==> src/rtl/cavlc_cnt.sv <==
// cavlc_cnt: per-4x4-block CAVLC statistics gathered by a 16-cycle reverse zigzag scan
module cavlc_cnt (
   input  logic               clk,
   input  logic               rst,
   input  logic               h264_reset,
   input  logic               dctq_valid,
   input  logic [9:0]         topleft_x,
   input  logic [9:0]         topleft_y,
   input  logic signed [14:0] DCTQ_4x4 [0:3][0:3],
   output logic               cavlc_cnt_ready,
   output logic               out_valid,
   input  logic               out_ready,
   output logic [4:0]         total_coeff,
   output logic [1:0]         trailing_ones,
   output logic [3:0]         total_zeros,
   output logic [2:0]         t1_signs,
   output logic signed [14:0] levels [0:15],
   output logic [3:0]         runs [0:15],
   output logic [9:0]         out_x,
   output logic [9:0]         out_y
);
   typedef enum logic [1:0] {IDLE, SCAN, DONE} state_t;
   localparam logic [3:0] ZZ [0:15] = '{4'd0, 4'd1, 4'd4, 4'd8, 4'd5, 4'd2, 4'd3, 4'd6,
                                        4'd9, 4'd12, 4'd13, 4'd10, 4'd7, 4'd11, 4'd14, 4'd15};
   state_t state, state_nxt;
   logic signed [14:0] blk [0:15];
   logic [3:0] idx;
   logic t1_stop, clr, cap, nz, one;
   logic signed [14:0] c;
   assign clr = rst | h264_reset;
   assign cavlc_cnt_ready = state == IDLE;
   assign out_valid = state == DONE;
   assign cap = dctq_valid & cavlc_cnt_ready;
   assign c = blk[idx];
   assign nz = c != '0;
   assign one = c == 15'sd1 || c == -15'sd1;
   // next state: capture starts the scan, index 0 ends it, handshake releases the result
   always_comb begin
      state_nxt = state == IDLE ? (dctq_valid ? SCAN : IDLE) :
                  state == SCAN ? (idx == '0 ? DONE : SCAN) :
                  (out_ready ? IDLE : DONE);
   end
   // state register
   always_ff @(posedge clk) state <= clr ? IDLE : state_nxt;
   // capture in zigzag order, then accumulate one coefficient per scan cycle from index 15 down
   always_ff @(posedge clk) begin
      if (clr || cap) begin
         total_coeff   <= '0;
         trailing_ones <= '0;
         total_zeros   <= '0;
         t1_signs      <= '0;
         t1_stop       <= 1'b0;
         idx           <= 4'd15;
         out_x         <= clr ? '0 : topleft_x;
         out_y         <= clr ? '0 : topleft_y;
         for (int i = 0; i < 16; i++) begin
            levels[i] <= '0;
            runs[i]   <= '0;
            blk[i]    <= clr ? '0 : DCTQ_4x4[ZZ[i][3:2]][ZZ[i][1:0]];
         end
      end else if (state == SCAN) begin
         idx <= idx - 4'd1;
         if (nz) begin
            levels[total_coeff[3:0]] <= c;
            total_coeff <= total_coeff + 5'd1;
            if (!t1_stop && one && trailing_ones != 2'd3) begin
               t1_signs[trailing_ones] <= c[14];
               trailing_ones <= trailing_ones + 2'd1;
            end else
               t1_stop <= 1'b1;
         end else if (total_coeff != '0) begin
            total_zeros <= total_zeros + 4'd1;
            runs[total_coeff[3:0] - 4'd1] <= runs[total_coeff[3:0] - 4'd1] + 4'd1;
         end
      end
   end
endmodule

==> config.mk <==
export PLATFORM = sky130hd
export DESIGN_NAME = cavlc_cnt
export DESIGN_NICKNAME = d
export VERILOG_FILES = /design/src/rtl/cavlc_cnt.sv
export SDC_FILE = /design/constraint.sdc
export NUM_CORES = 1
export LEC_CHECK = 0
export CORE_ASPECT_RATIO = 1.25
export CORE_MARGIN = 8
export CORE_UTILIZATION = 50
export CTS_CLUSTER_DIAMETER = 80
export DETAILED_ROUTE_END_ITERATION = 8
export PLACE_DENSITY = 0.83
export SLEW_MARGIN = 5
export SYNTH_ARGS = -nofsm -noshare
export SYNTH_HDL_FRONTEND = slang
export SYNTH_SLANG_ARGS = --single-unit
==> constraint.sdc <==
create_clock -name clk -period 14.7 [get_ports clk]
set_input_delay 2.94 -clock clk [delete_from_list [all_inputs] [get_ports clk]]
set_output_delay 2.94 -clock clk [all_outputs]
set_load 0.01 [all_outputs]
Word level (Yosys, flattened, before mapping)
Memory sizes are Yosys's and may differ from the RTL's. A register that Yosys moved wholly into a read port is not among the register bits.
Cells that the tools add are included.
Word-level totals
  register bits: 345
  bits in writable memories: 240
  input bits: 265
  output and inout port bits: 340
  word-level logic and storage cells: 118
  memories: 1
Cells by class
  $add $sub $neg: 6
  order comparisons: 6
  eq/ne operators: 5
  mux-type cells: 37
  bitwise gates (word level): 6
  reductions and logical operators: 16
Memories
  blk: depth 16, width 15, read ports 1, clocked after memory_dff 1, wr ports 16, RTL line 26  | logic signed [14:0] blk [0:15];
Operator list (count)
  15-bit 2-to-1 mux: 17
  240-bit bitwise mux: 1
  64-bit bitwise mux: 1
  15-bit demux with 4-bit select: 1
  4-bit 2-to-1 mux: 5
  4-bit binary-select mux with 4-bit select: 1
  4-bit demux with 4-bit select: 1
  15-bit by 1-bit equality test with 1-bit output (second input constant): 1
  15-bit by 2-bit equality test with 1-bit output (second input constant): 1
  15-bit nonzero test: 1
  5-bit greater-or-equal comparator (second input constant): 2
  5-bit by 1-bit less-than comparator with 1-bit output (second input constant): 2
  4-bit NOT with 5-bit output: 2
  3-bit AND reduction: 3
  4-bit by 1-bit adder with 4-bit output (second input constant): 2
  2-bit 2-to-1 mux: 4
  4-bit by 1-bit subtractor with 4-bit output (second input constant): 2
  5-bit by 1-bit adder with 5-bit output (second input constant): 1
  1-bit logical AND: 5
  5-bit nonzero test: 1
  4-bit zero test: 1
  1-bit 2-to-1 mux: 4
  3-bit bitwise mux: 1
  2-bit by 3-bit less-than comparator with 1-bit output (second input constant): 1
  other kinds (13): 15

Longest topological paths before layout
Gate-level depths: netlist of run 1.
  depth after elaboration: 7
  depth in mapped cells: 15

Least setup slack after synthesis of run 1
OpenSTA, ideal clock, no wires.
  path kind: input to register
  start point: input h264_reset
  end point: memory blk[0][0] (enable)
  library setup time: 0.726 ns
  data arrival time: 10.632 ns
  data required time: 13.974 ns
  slack: 3.342 ns
  stages: 5
  buffers on the path: 2
  path through: or2_2 a21oi_1 inv_1 clkbuf_1 clkbuf_1
RTL lines
  from (decl): RTL line 5  | input logic h264_reset,
  to (decl): RTL line 26

==> results of run 1 <==
==> synthesized netlist by cell type (12+ instances only) <==
cell | number | share of area, %
sky130_fd_sc_hd__dfxtp_1 | 329 | 27
sky130_fd_sc_hd__nand2_1 | 51 | 0.78
sky130_fd_sc_hd__nor2_1 | 307 | 4.7
sky130_fd_sc_hd__buf_6 | 13 | 0.60
sky130_fd_sc_hd__ha_1 | 13 | 0.66
sky130_fd_sc_hd__a22oi_1 | 36 | 1.1
sky130_fd_sc_hd__mux2i_1 | 263 | 11
sky130_fd_sc_hd__clkbuf_1 | 104 | 1.6
sky130_fd_sc_hd__nor4_4 | 16 | 1.4
sky130_fd_sc_hd__inv_1 | 12 | 0.18
sky130_fd_sc_hd__o21ai_0 | 22 | 0.45
sky130_fd_sc_hd__a211oi_1 | 16 | 0.49
sky130_fd_sc_hd__a21oi_1 | 23 | 0.47
sky130_fd_sc_hd__and2_1 | 264 | 6.7
sky130_fd_sc_hd__nand3_1 | 13 | 0.27
sky130_fd_sc_hd__edfxtp_1 | 260 | 32
sky130_fd_sc_hd__mux4_2 | 79 | 7.3
sky130_fd_sc_hd__buf_4 | 15 | 0.46
==> area by class of cell <==
class,instances,share of cell area (%)
multi-input cells,1190,28.8
clock buffers,74,4.67
repair buffers,632,19.2
clock inverters,24,0.669
inverters,13,0.172
flip-flops and latches,589,44.0
well taps,644,2.46
==> sequential cells by signal (all words and copies together), names as in the netlist, named ones only <==
signal and cells:
state 2, t1_signs 3, t1_stop 1, blk 240, idx 4, out_x 10
levels 240, trailing_ones 2, out_y 10, total_zeros 4, runs 64, total_coeff 5
==> power by group through the flow <==
stage | logic (uW) | clock network (uW) | registers, uW
detailed placement | 255 | 0 | 1820
floorplan | 125 | 0 | 1820
CTS | 256 | 1410 | 1780
global placement | 251 | 0 | 1810
global route | 269 | 1470 | 1790
finish | 255 | 1390 | 1780
==> critical path: cells and delay by family <==
family                 cells  cell delay, ps
AND/OR/NAND/NOR            1             340
buffers and inverters      3            1420
AO/OA/AOI/OAI              1             780
==> routing by layer <==
metal,up-vias,GRT usage (%),wire length [um]
li1,7904,-,-
met1,8532,29.9,28200
met2,947,46.9,39600
met3,151,7.03,6960
met4,2,9.85,3000
met5,-,0,11
==> final timing paths <==
path / endpoint / slack (ps) / startpoint / cells after the start
setup reg to reg: levels[10] / 9020 / flip-flop / 9
hold reg to reg: levels[165] / 460 / levels[165] / 2
setup / recovery: blk[15][4] / 8950 / h264_reset / 5
hold / removal: levels[165] / 460 / levels[165] / 2
==> per-stage QoR <==
step                      setup slack, ps  util [%]  cells  hold slack [ps]  instance area [um2]
after floorplan                      3340         -   1933              476                24500
after global placement               8650      63.9   3068              440                31000
after detailed placement             8600      63.9   3068              449                31000
after CTS                            8920      67.5   3166              459                32700
after global routing                 8610      67.5   3166              471                32700
final                                8950      67.5   3166              460                32700
==> cell families after synthesis <==
group | share of synthesized area, %
compound gates | 4.27
xor+xnor | 0.428
fa+ha+maj | 0.663
buf+inv | 3.05
flops | 58.7
mux | 18.0
simple gates | 14.9
==> impl_metrics.env, run 1 <==
export IMPL_tns_ps=0
export IMPL_initial_utilization_pct=50.7
export IMPL_sw_frac_of_total_pct=22.3
export IMPL_synthesis_area_per_instance_um2=12.7
export IMPL_status="completed"
export IMPL_timing_final_crit_period_ps=5750
export IMPL_finClkSkew_ps=28.5
export IMPL_routed_wire_length_per_instance_um=24.5
export IMPL_routed_wl_um=77700
export IMPL_grt_pass1_vias=18100
export IMPL_portBuffers=604
export IMPL_clock_latency_ps=610
export IMPL_number_of_storage_elements_in_the_synthesis_netlist=589
export IMPL_grt_ovf=0
export IMPL_worstPathRequired_ps=14840
export IMPL_final_max_slew_viol_count=0
export IMPL_floorplan_die_height_um=264
export IMPL_report_final_setup_viol=0
export IMPL_hpwl_um=55600
export IMPL_cp_start_kind="input pin"
export IMPL_cts_sink_count=589
export IMPL_n_fill_cell=3376
export IMPL_most_common_layout_cells="sky130_fd_sc_hd__clkdlybuf4s50_1 (604), sky130_fd_sc_hd__dfxtp_1 (327), sky130_fd_sc_hd__nor2_1 (306)"
export IMPL_peak_clock_frequency_supported_by_timing_mhz=174
export IMPL_worstMarginPinSlew_ps=1140
export IMPL_criticalPathCategory="in -> reg"
export IMPL_drt_drc_violations_left=0
export IMPL_multiInputGateArea_um2=9420
export IMPL_grt_setup_unrepaired="false"
export IMPL_core_region_area_um2=48400
export IMPL_switchingPower_uw=764
export IMPL_h_tree_depth=2
export IMPL_critical_path_slowest_cell="sky130_fd_sc_hd__a21oi_1"
export IMPL_clockBufferDepth=3
export IMPL_seqCellArea_um2=14400
export IMPL_total_power_uw=3430
export IMPL_leakagePower_uw=0.0131
export IMPL_antenna_violating_nets_left=0
export IMPL_yosysSeqAreaShare_pct=58.7
export IMPL_cts_resized=0
export IMPL_tritoncts="built"
export IMPL_clock_tree_root="sky130_fd_sc_hd__clkbuf_16"
export IMPL_p_int_uw=2670
export IMPL_ir_drop_mv=0.0975
export IMPL_worst_hold_path_type="reg -> reg"
export IMPL_path_clk_slew_ps=70
export IMPL_viasPerCell=5.54
export IMPL_nets=2758
export IMPL_width_of_the_die_um=214
export IMPL_io_pins=605
export IMPL_layout_area_overhead_vs_synth_pct=33.3
export IMPL_power_share_sequential_pct=51.9
export IMPL_mappedNetlistNets=2211
export IMPL_design_die_area_um2=56500
export IMPL_syn_instance_count=1933
export IMPL_placement_row_count=90
export IMPL_max_cap_viol_count=0
export IMPL_synth_cell_type_count=53
export IMPL_drtIter0Drc=1600
export IMPL_grtUsageTotal_pct=26.3
export IMPL_cp_arrival_ps=5890
export IMPL_share_clk_of_total_power_pct=40.6
export IMPL_gpl_final_weighted_congestion=0.886
export IMPL_finalHoldViolCount=0
export IMPL_worstPathCellList="clkdlybuf4s50_1 > or2_2 > a21oi_1 > inv_8 > buf_12"
export IMPL_drt_pass1_iter_count=6
export IMPL_share_comb_of_total_power_pct=7.4
export IMPL_critical_path_max_stage_delay_ps=780
export IMPL_synth_top_flop_cell="sky130_fd_sc_hd__dfxtp_1"
export IMPL_ctsHoldBuffers=0
export IMPL_final_layout_size_suffix_gt1_share_pct=9.36
export IMPL_power_per_cell_area_nw_per_um2=105
export IMPL_number_of_flops_mapped_to_enable_cells_by_yosys=260
export IMPL_yosys_warnings=0
export IMPL_post_cts_setup_buffers=0
export IMPL_grt_antenna_before_repair=1
export IMPL_worst_relative_slew_slack_pct=23.8
export IMPL_ys_async_sr_fraction_pct=0
export IMPL_final_period_utilization_pct=39.1
export IMPL_most_common_cell_after_layout_fill_and_taps_aside="sky130_fd_sc_hd__clkdlybuf4s50_1"
export IMPL_crit_path_max_fanout=229
export IMPL_diodes=0
export IMPL_worstSetupEndpointType="flip-flop"
export IMPL_tritoncts_num_buffers=54
export IMPL_route_vias_total=17500
export IMPL_wire_length_of_the_first_global_routing_pass_um=115000
export IMPL_grt_start_max_net_pins=230
export IMPL_syn_cell_area_um2=24500
Power figures use the tool's default switching activity.
==> run 2: changes to the inputs <==
==> constraint.sdc (replaced) <==
create_clock -name clk -period 5.89 [get_ports clk]
set_input_delay 1.178 -clock clk [delete_from_list [all_inputs] [get_ports clk]]
set_output_delay 1.178 -clock clk [all_outputs]
set_load 0.01 [all_outputs]
==> impl_metrics.env, run 2 (same netlist as run 1, synthesis figures left out) <==
export IMPL_tritoncts_num_buffers=54
export IMPL_portBuffers=604
export IMPL_multiInputGateArea_um2=9420
export IMPL_layout_area_overhead_vs_synth_pct=33.6
export IMPL_diodes=0
export IMPL_nets=2769
export IMPL_cts_sink_count=589
export IMPL_width_of_the_die_um=214
export IMPL_cts_resized=0
export IMPL_reg_largest_list="blk (240), levels (240), runs (64)"
export IMPL_hpwl_um=57600
export IMPL_worstPathCellList="mux4_2 > a22oi_1 > nand2_1 > buf_4 > or4_1 > or4_4 > buf_4 > o21ai_4 > mux2i_1 > nor2_1"
export IMPL_stdcell_area_um2=32800
export IMPL_p_int_uw=6640
export IMPL_routed_wl_um=77600
export IMPL_worstPathRequired_ps=6350
export IMPL_crit_path_max_fanout=25
export IMPL_initial_utilization_pct=50.7
export IMPL_crit_family="simple AND/OR/NAND/NOR gates"
export IMPL_clock_latency_ps=600
export IMPL_peak_clock_frequency_supported_by_timing_mhz=214
export IMPL_grt_setup_unrepaired="false"
export IMPL_viasPerCell=5.55
export IMPL_grt_antenna_before_repair=2
export IMPL_antenna_violating_nets_left=0
export IMPL_post_cts_setup_buffers=0
export IMPL_drt_drc_violations_left=0
export IMPL_placement_row_count=90
export IMPL_drtIter0Drc=1373
export IMPL_most_common_cell_after_layout_fill_and_taps_aside="sky130_fd_sc_hd__clkdlybuf4s50_1"
export IMPL_finalHoldViolCount=0
export IMPL_final_period_utilization_pct=79.2
export IMPL_drt_pass1_iter_count=5
export IMPL_power_per_cell_area_nw_per_um2=259
export IMPL_path_clk_slew_ps=60
export IMPL_floorplan_die_height_um=264
export IMPL_worstMarginPinSlew_ps=1180
export IMPL_most_common_layout_cells="sky130_fd_sc_hd__clkdlybuf4s50_1 (604), sky130_fd_sc_hd__dfxtp_1 (327), sky130_fd_sc_hd__nor2_1 (306)"
export IMPL_grtUsageTotal_pct=26.4
export IMPL_core_region_area_um2=48400
export IMPL_cp_arrival_ps=5130
export IMPL_report_final_setup_viol=0
export IMPL_timing_final_crit_period_ps=4660
export IMPL_finClkSkew_ps=39.4
export IMPL_share_clk_of_total_power_pct=40.1
export IMPL_ctsHoldBuffers=0
export IMPL_power_share_sequential_pct=52.4
export IMPL_ir_drop_mv=0.212
export IMPL_seqCellArea_um2=14400
export IMPL_clockBufferDepth=3
export IMPL_place_area_um2=31100
export IMPL_routed_wire_length_per_instance_um=24.5
export IMPL_share_comb_of_total_power_pct=7.5
export IMPL_worst_relative_slew_slack_pct=21.1
export IMPL_switchingPower_uw=1850
export IMPL_cp_start_kind="flip-flop"
export IMPL_worst_hold_path_type="reg -> reg"
export IMPL_final_max_slew_viol_count=0
export IMPL_sw_frac_of_total_pct=21.8
export IMPL_crit_buf_inv=2
export IMPL_tns_ps=0
export IMPL_io_pins=605
export IMPL_gpl_final_weighted_congestion=0.875
export IMPL_critical_path_max_stage_delay_ps=700
export IMPL_route_vias_total=17600
export IMPL_tritoncts="built"
export IMPL_n_fill_cell=3386
export IMPL_leakagePower_uw=0.0131
export IMPL_path_common_cell="sky130_fd_sc_hd__buf_4"
export IMPL_criticalPathCategory="reg -> reg"
export IMPL_max_cap_viol_count=0
export IMPL_grt_pass1_vias=18100
export IMPL_wire_length_of_the_first_global_routing_pass_um=116000
export IMPL_worstSetupEndpointType="flip-flop"
export IMPL_clock_tree_root="sky130_fd_sc_hd__clkbuf_16"
export IMPL_final_layout_size_suffix_gt1_share_pct=9.46
export IMPL_grt_start_max_net_pins=145
export IMPL_h_tree_depth=2
export IMPL_critical_path_slowest_cell="sky130_fd_sc_hd__or4_4"
export IMPL_grt_ovf=0
export IMPL_status="completed"
export IMPL_design_die_area_um2=56500
## run 2: cell types whose count changed in the layout (fill, tap and decap cells not counted), sizes merged
cell	change
buf	+11
clkinv	-5
clkinvlp	-1
## run 2: final cells by class
type	instances	share of cell area (%)
timing repair buffer	643	19.5
tap	644	2.46
inverter	13	0.172
clock inverter	18	0.527
multi-input combinational	1190	28.7
sequential	589	43.9
clock buffer	74	4.64
## run 2: routing by layer
layer | vias up | GRT usage [%] | wire (um)
met5 | - | 0 | 27
met4 | 4 | 9.94 | 2990
met3 | 149 | 7.51 | 6870
met2 | 957 | 47.1 | 39500
met1 | 8561 | 29.7 | 28200
li1 | 7929 | - | -
## run 2: power groups by stage
| stage | combinational [uW] | sequential (uW) | clock, uW |
|---|---|---|---|
| 2_1_floorplan | 312 | 4530 | 0 |
| 3_3_place_gp | 628 | 4540 | 0 |
| 3_5_place_dp | 641 | 4540 | 0 |
| 4_1_cts | 642 | 4460 | 3440 |
| 5_1_grt | 675 | 4460 | 3600 |
| 6_report | 639 | 4450 | 3400 |
## run 2: worst paths after layout
| check | slack, ps | depth (start not counted) | to | start |
|---|---|---|---|---|
| worst max register to register | 1230 | 10 | levels[136] | flip-flop |
| worst min register to register | 460 | 2 | t1_signs[0] | t1_signs[0] |
| worst min-delay path | 460 | 2 | t1_signs[0] | t1_signs[0] |
| worst max-delay path | 1230 | 10 | levels[136] | flip-flop |
## run 2: stage by stage
stage          power (uW)  worst slack [ps]  std cells  hold WS (ps)  util [%]
2_1_floorplan        4850               331       1933           476         -
3_3_place_gp         5160              1310       3079           442      64.2
3_5_place_dp         5180              1190       3079           448      64.2
4_1_cts              8540              1170       3171           457      67.7
5_1_grt              8740               879       3171           473      67.7
6_report             8500              1230       3171           456      67.7
## run 2: tightest hold or removal path, cell delays in order, from the launching register on
cell,delay [ps]
sky130_fd_sc_hd__dfxtp_1,310
sky130_fd_sc_hd__nand2_1,50
sky130_fd_sc_hd__mux2i_1,50
==> variant, RTL diff (settings of run 2) <==
Put a register stage on the output `cavlc_cnt_ready`. The value now appears one clock later. The other outputs are not delayed to match.
--- a/src/rtl/cavlc_cnt.sv
+++ b/src/rtl/cavlc_cnt.sv
@@ -22,15 +22,17 @@
    typedef enum logic [1:0] {IDLE, SCAN, DONE} state_t;
    localparam logic [3:0] ZZ [0:15] = '{4'd0, 4'd1, 4'd4, 4'd8, 4'd5, 4'd2, 4'd3, 4'd6,
                                         4'd9, 4'd12, 4'd13, 4'd10, 4'd7, 4'd11, 4'd14, 4'd15};
+
+   logic cavlc_cnt_ready_d;
    state_t state, state_nxt;
    logic signed [14:0] blk [0:15];
    logic [3:0] idx;
    logic t1_stop, clr, cap, nz, one;
    logic signed [14:0] c;
    assign clr = rst | h264_reset;
-   assign cavlc_cnt_ready = state == IDLE;
+   assign cavlc_cnt_ready_d = state == IDLE;
    assign out_valid = state == DONE;
-   assign cap = dctq_valid & cavlc_cnt_ready;
+   assign cap = dctq_valid & cavlc_cnt_ready_d;
    assign c = blk[idx];
    assign nz = c != '0;
    assign one = c == 15'sd1 || c == -15'sd1;
@@ -74,5 +76,9 @@
          end
       end
    end
+   always_ff @(posedge clk) begin
+      cavlc_cnt_ready <= cavlc_cnt_ready_d;
+   end
+
 endmodule
 
Check against the original RTL: not equivalent (Yosys sat finds a counterexample within 4 cycles, from zero or initial values).
==> variant against run 2 <==
Global-route usage is 0.15 points higher; largest cell class unchanged; sequential cell count is 1 higher; worst setup slack worse by 0.041 ns; cell area is 0.67% higher; first-iteration DRC count is 16% higher; combinational power hardly changed; utilization is 0.29 points lower; wire length is 0.29% higher; die area hardly changed; highest routed layer unchanged; area after synthesis hardly changed; total power is 3.2% higher.
==> variant: results (changes against run 2) <==
[outcome]
status = complete, no violations  ; unchanged

[synth]
synth_edf_count = 260  ; unchanged
synth_commonest_cells = 330 x dfxtp_1, 307 x nor2_1, 264 x and2_1  ; was 329 x dfxtp_1, 307 x nor2_1, 264 x and2_1
ys_seq_area_share_pct = 58.7  ; about the same
synth_area_leaders = edfxtp_1 32%, dfxtp_1 27%, mux2i_1 11%, mux4_2 7.2%, and2_1 6.7%  ; was edfxtp_1 32%, dfxtp_1 27%, mux2i_1 11%, mux4_2 7.3%, and2_1 6.7%
syn-num-nets = 2212  ; was 2,211
async_flop_share_pct = 0  ; unchanged
ys_warn_count = 0  ; unchanged
ys_types = 53  ; unchanged

[clock_network]
path_clk_slew_ns = 0.07
clk_latency_ns = 0.62  ; was 0.60 ns
clk_path_buf_depth = 3  ; unchanged
htree_levels = 2  ; unchanged
cts_resized = 0  ; unchanged
cts-root-buf = clkbuf_16  ; unchanged
cts_setup_buffers = 0  ; unchanged
cts_buffers = 56  ; was 54

[route]
top_layer_used = met5  ; unchanged
drt_iter0_drc = 1590  ; was 1,373
wire_per_inst_um = 24.4  ; was 24.5 um
route.met2.wl_mm = 39.1  ; was 39.5 mm
vias = 17600  ; about the same
wl_met3_mm = 6.86  ; was 6.87 mm
m1WireLength_mm = 28.6  ; was 28.2 mm
first_pass_iters = 5  ; unchanged

[pwr]
leakage_nw = 13.2  ; was 13.1 nW
irDropWorstVdd_uv = 267  ; was 212 uV
p_switching_mw = 1.95  ; was 1.85 mW

[placed_design]
dp_hpwl_mm = 57.0  ; was 57.6 mm
place_congestion = 0.950  ; was 0.875
pre_cts_ws_ns = 1.19  ; about the same
port_buffers = 604  ; unchanged
placed_area_sq_um = 31100  ; about the same

[worst_hold_path]
min_path_type = reg -> reg  ; unchanged

[sta]
skew_ns = 0.0208  ; was 0.0394 ns
worst_pin_slew_ns = 1.06  ; was 1.18 ns
setup_violations = 0  ; unchanged

[setup_path]
arrival_ns = 5.17  ; was 5.13 ns
path_max_fanout = 47  ; was 25

[finish]
diodes = 0  ; unchanged
drive_gt1_share_pct = 10.0  ; was 9.46%
nets = 2773  ; was 2,769
n_fill_cell = 3396  ; was 3,386
reg_top3 = blk x240, levels x240, runs x64  ; unchanged
layout_commonest_cell = clkdlybuf4s50_1  ; unchanged

[grt]
grt_pass1_wl_mm = 116  ; about the same
grtUsageTotal_pct = 26.6  ; was 26.4%
antenna_found_initial = 1  ; was 2
grt_max_degree = 157  ; was 145

## variant: cell types whose count changed in the layout (fill, tap and decap cells not counted), sizes merged
cell / delta
clkinv: +4
clkbuf: +3
bufinv: +2
inv: +2
buf: +1
dfxtp: +1
## variant: final timing paths
check,startpoint,to,slack (ns),depth (start not counted)
max reg2reg,flop,levels[173],1.19,9
min,levels[75],levels[75],0.46,2
max,flop,levels[173],1.19,9
min reg2reg,levels[75],levels[75],0.46,2
## variant: worst max-delay path, stage by stage, from the launching register on
cell and delay, ns:
dfxtp_4 0.80, mux4_2 0.59, a22oi_1 0.29, nand2_1 0.09, buf_4 0.23, or4_1 0.53, or4_4 0.86, o21ai_4 0.75
mux2i_1 0.30, nor2_1 0.06
## variant: through the flow
stage | util [%] | cells
final | 67.4 | 3191
after global routing | 67.4 | 3191
after CTS | 67.4 | 3191
after detailed placement | 63.6 | 3088
after global placement | 63.6 | 3088
after floorplan | - | 1934
## variant: layer usage
metal	vias up	GRT usage (%)
met5	-	0
met4	2	10.5
met3	154	6.89
met2	922	47.1
met1	8614	30.4
li1	7947	-
## variant: final cells by class
| cell class | instances | share of cell area (%) |
|---|---|---|
| clock buffers | 77 | 4.76 |
| clock inverters | 26 | 0.891 |
| inverters | 13 | 0.171 |
| multi-input cells | 1190 | 28.5 |
| flip-flops and latches | 590 | 43.7 |
| well taps | 651 | 2.47 |
| repair buffers | 644 | 19.5 |
## variant: cell families after synthesis
logic type	synth area share (%)
simple gates	14.9
xor+xnor	0.428
buf+inv	3.05
fa+ha+maj	0.662
flops	58.7
compound gates	4.26
mux	18.0
## variant: power groups by stage
stage	combinational [mW]	sequential [mW]	clock (mW)
final	0.641	4.46	3.67
after global routing	0.676	4.47	3.85
after CTS	0.645	4.46	3.70
after detailed placement	0.642	4.55	0
after global placement	0.629	4.54	0
after floorplan	0.312	4.54	0
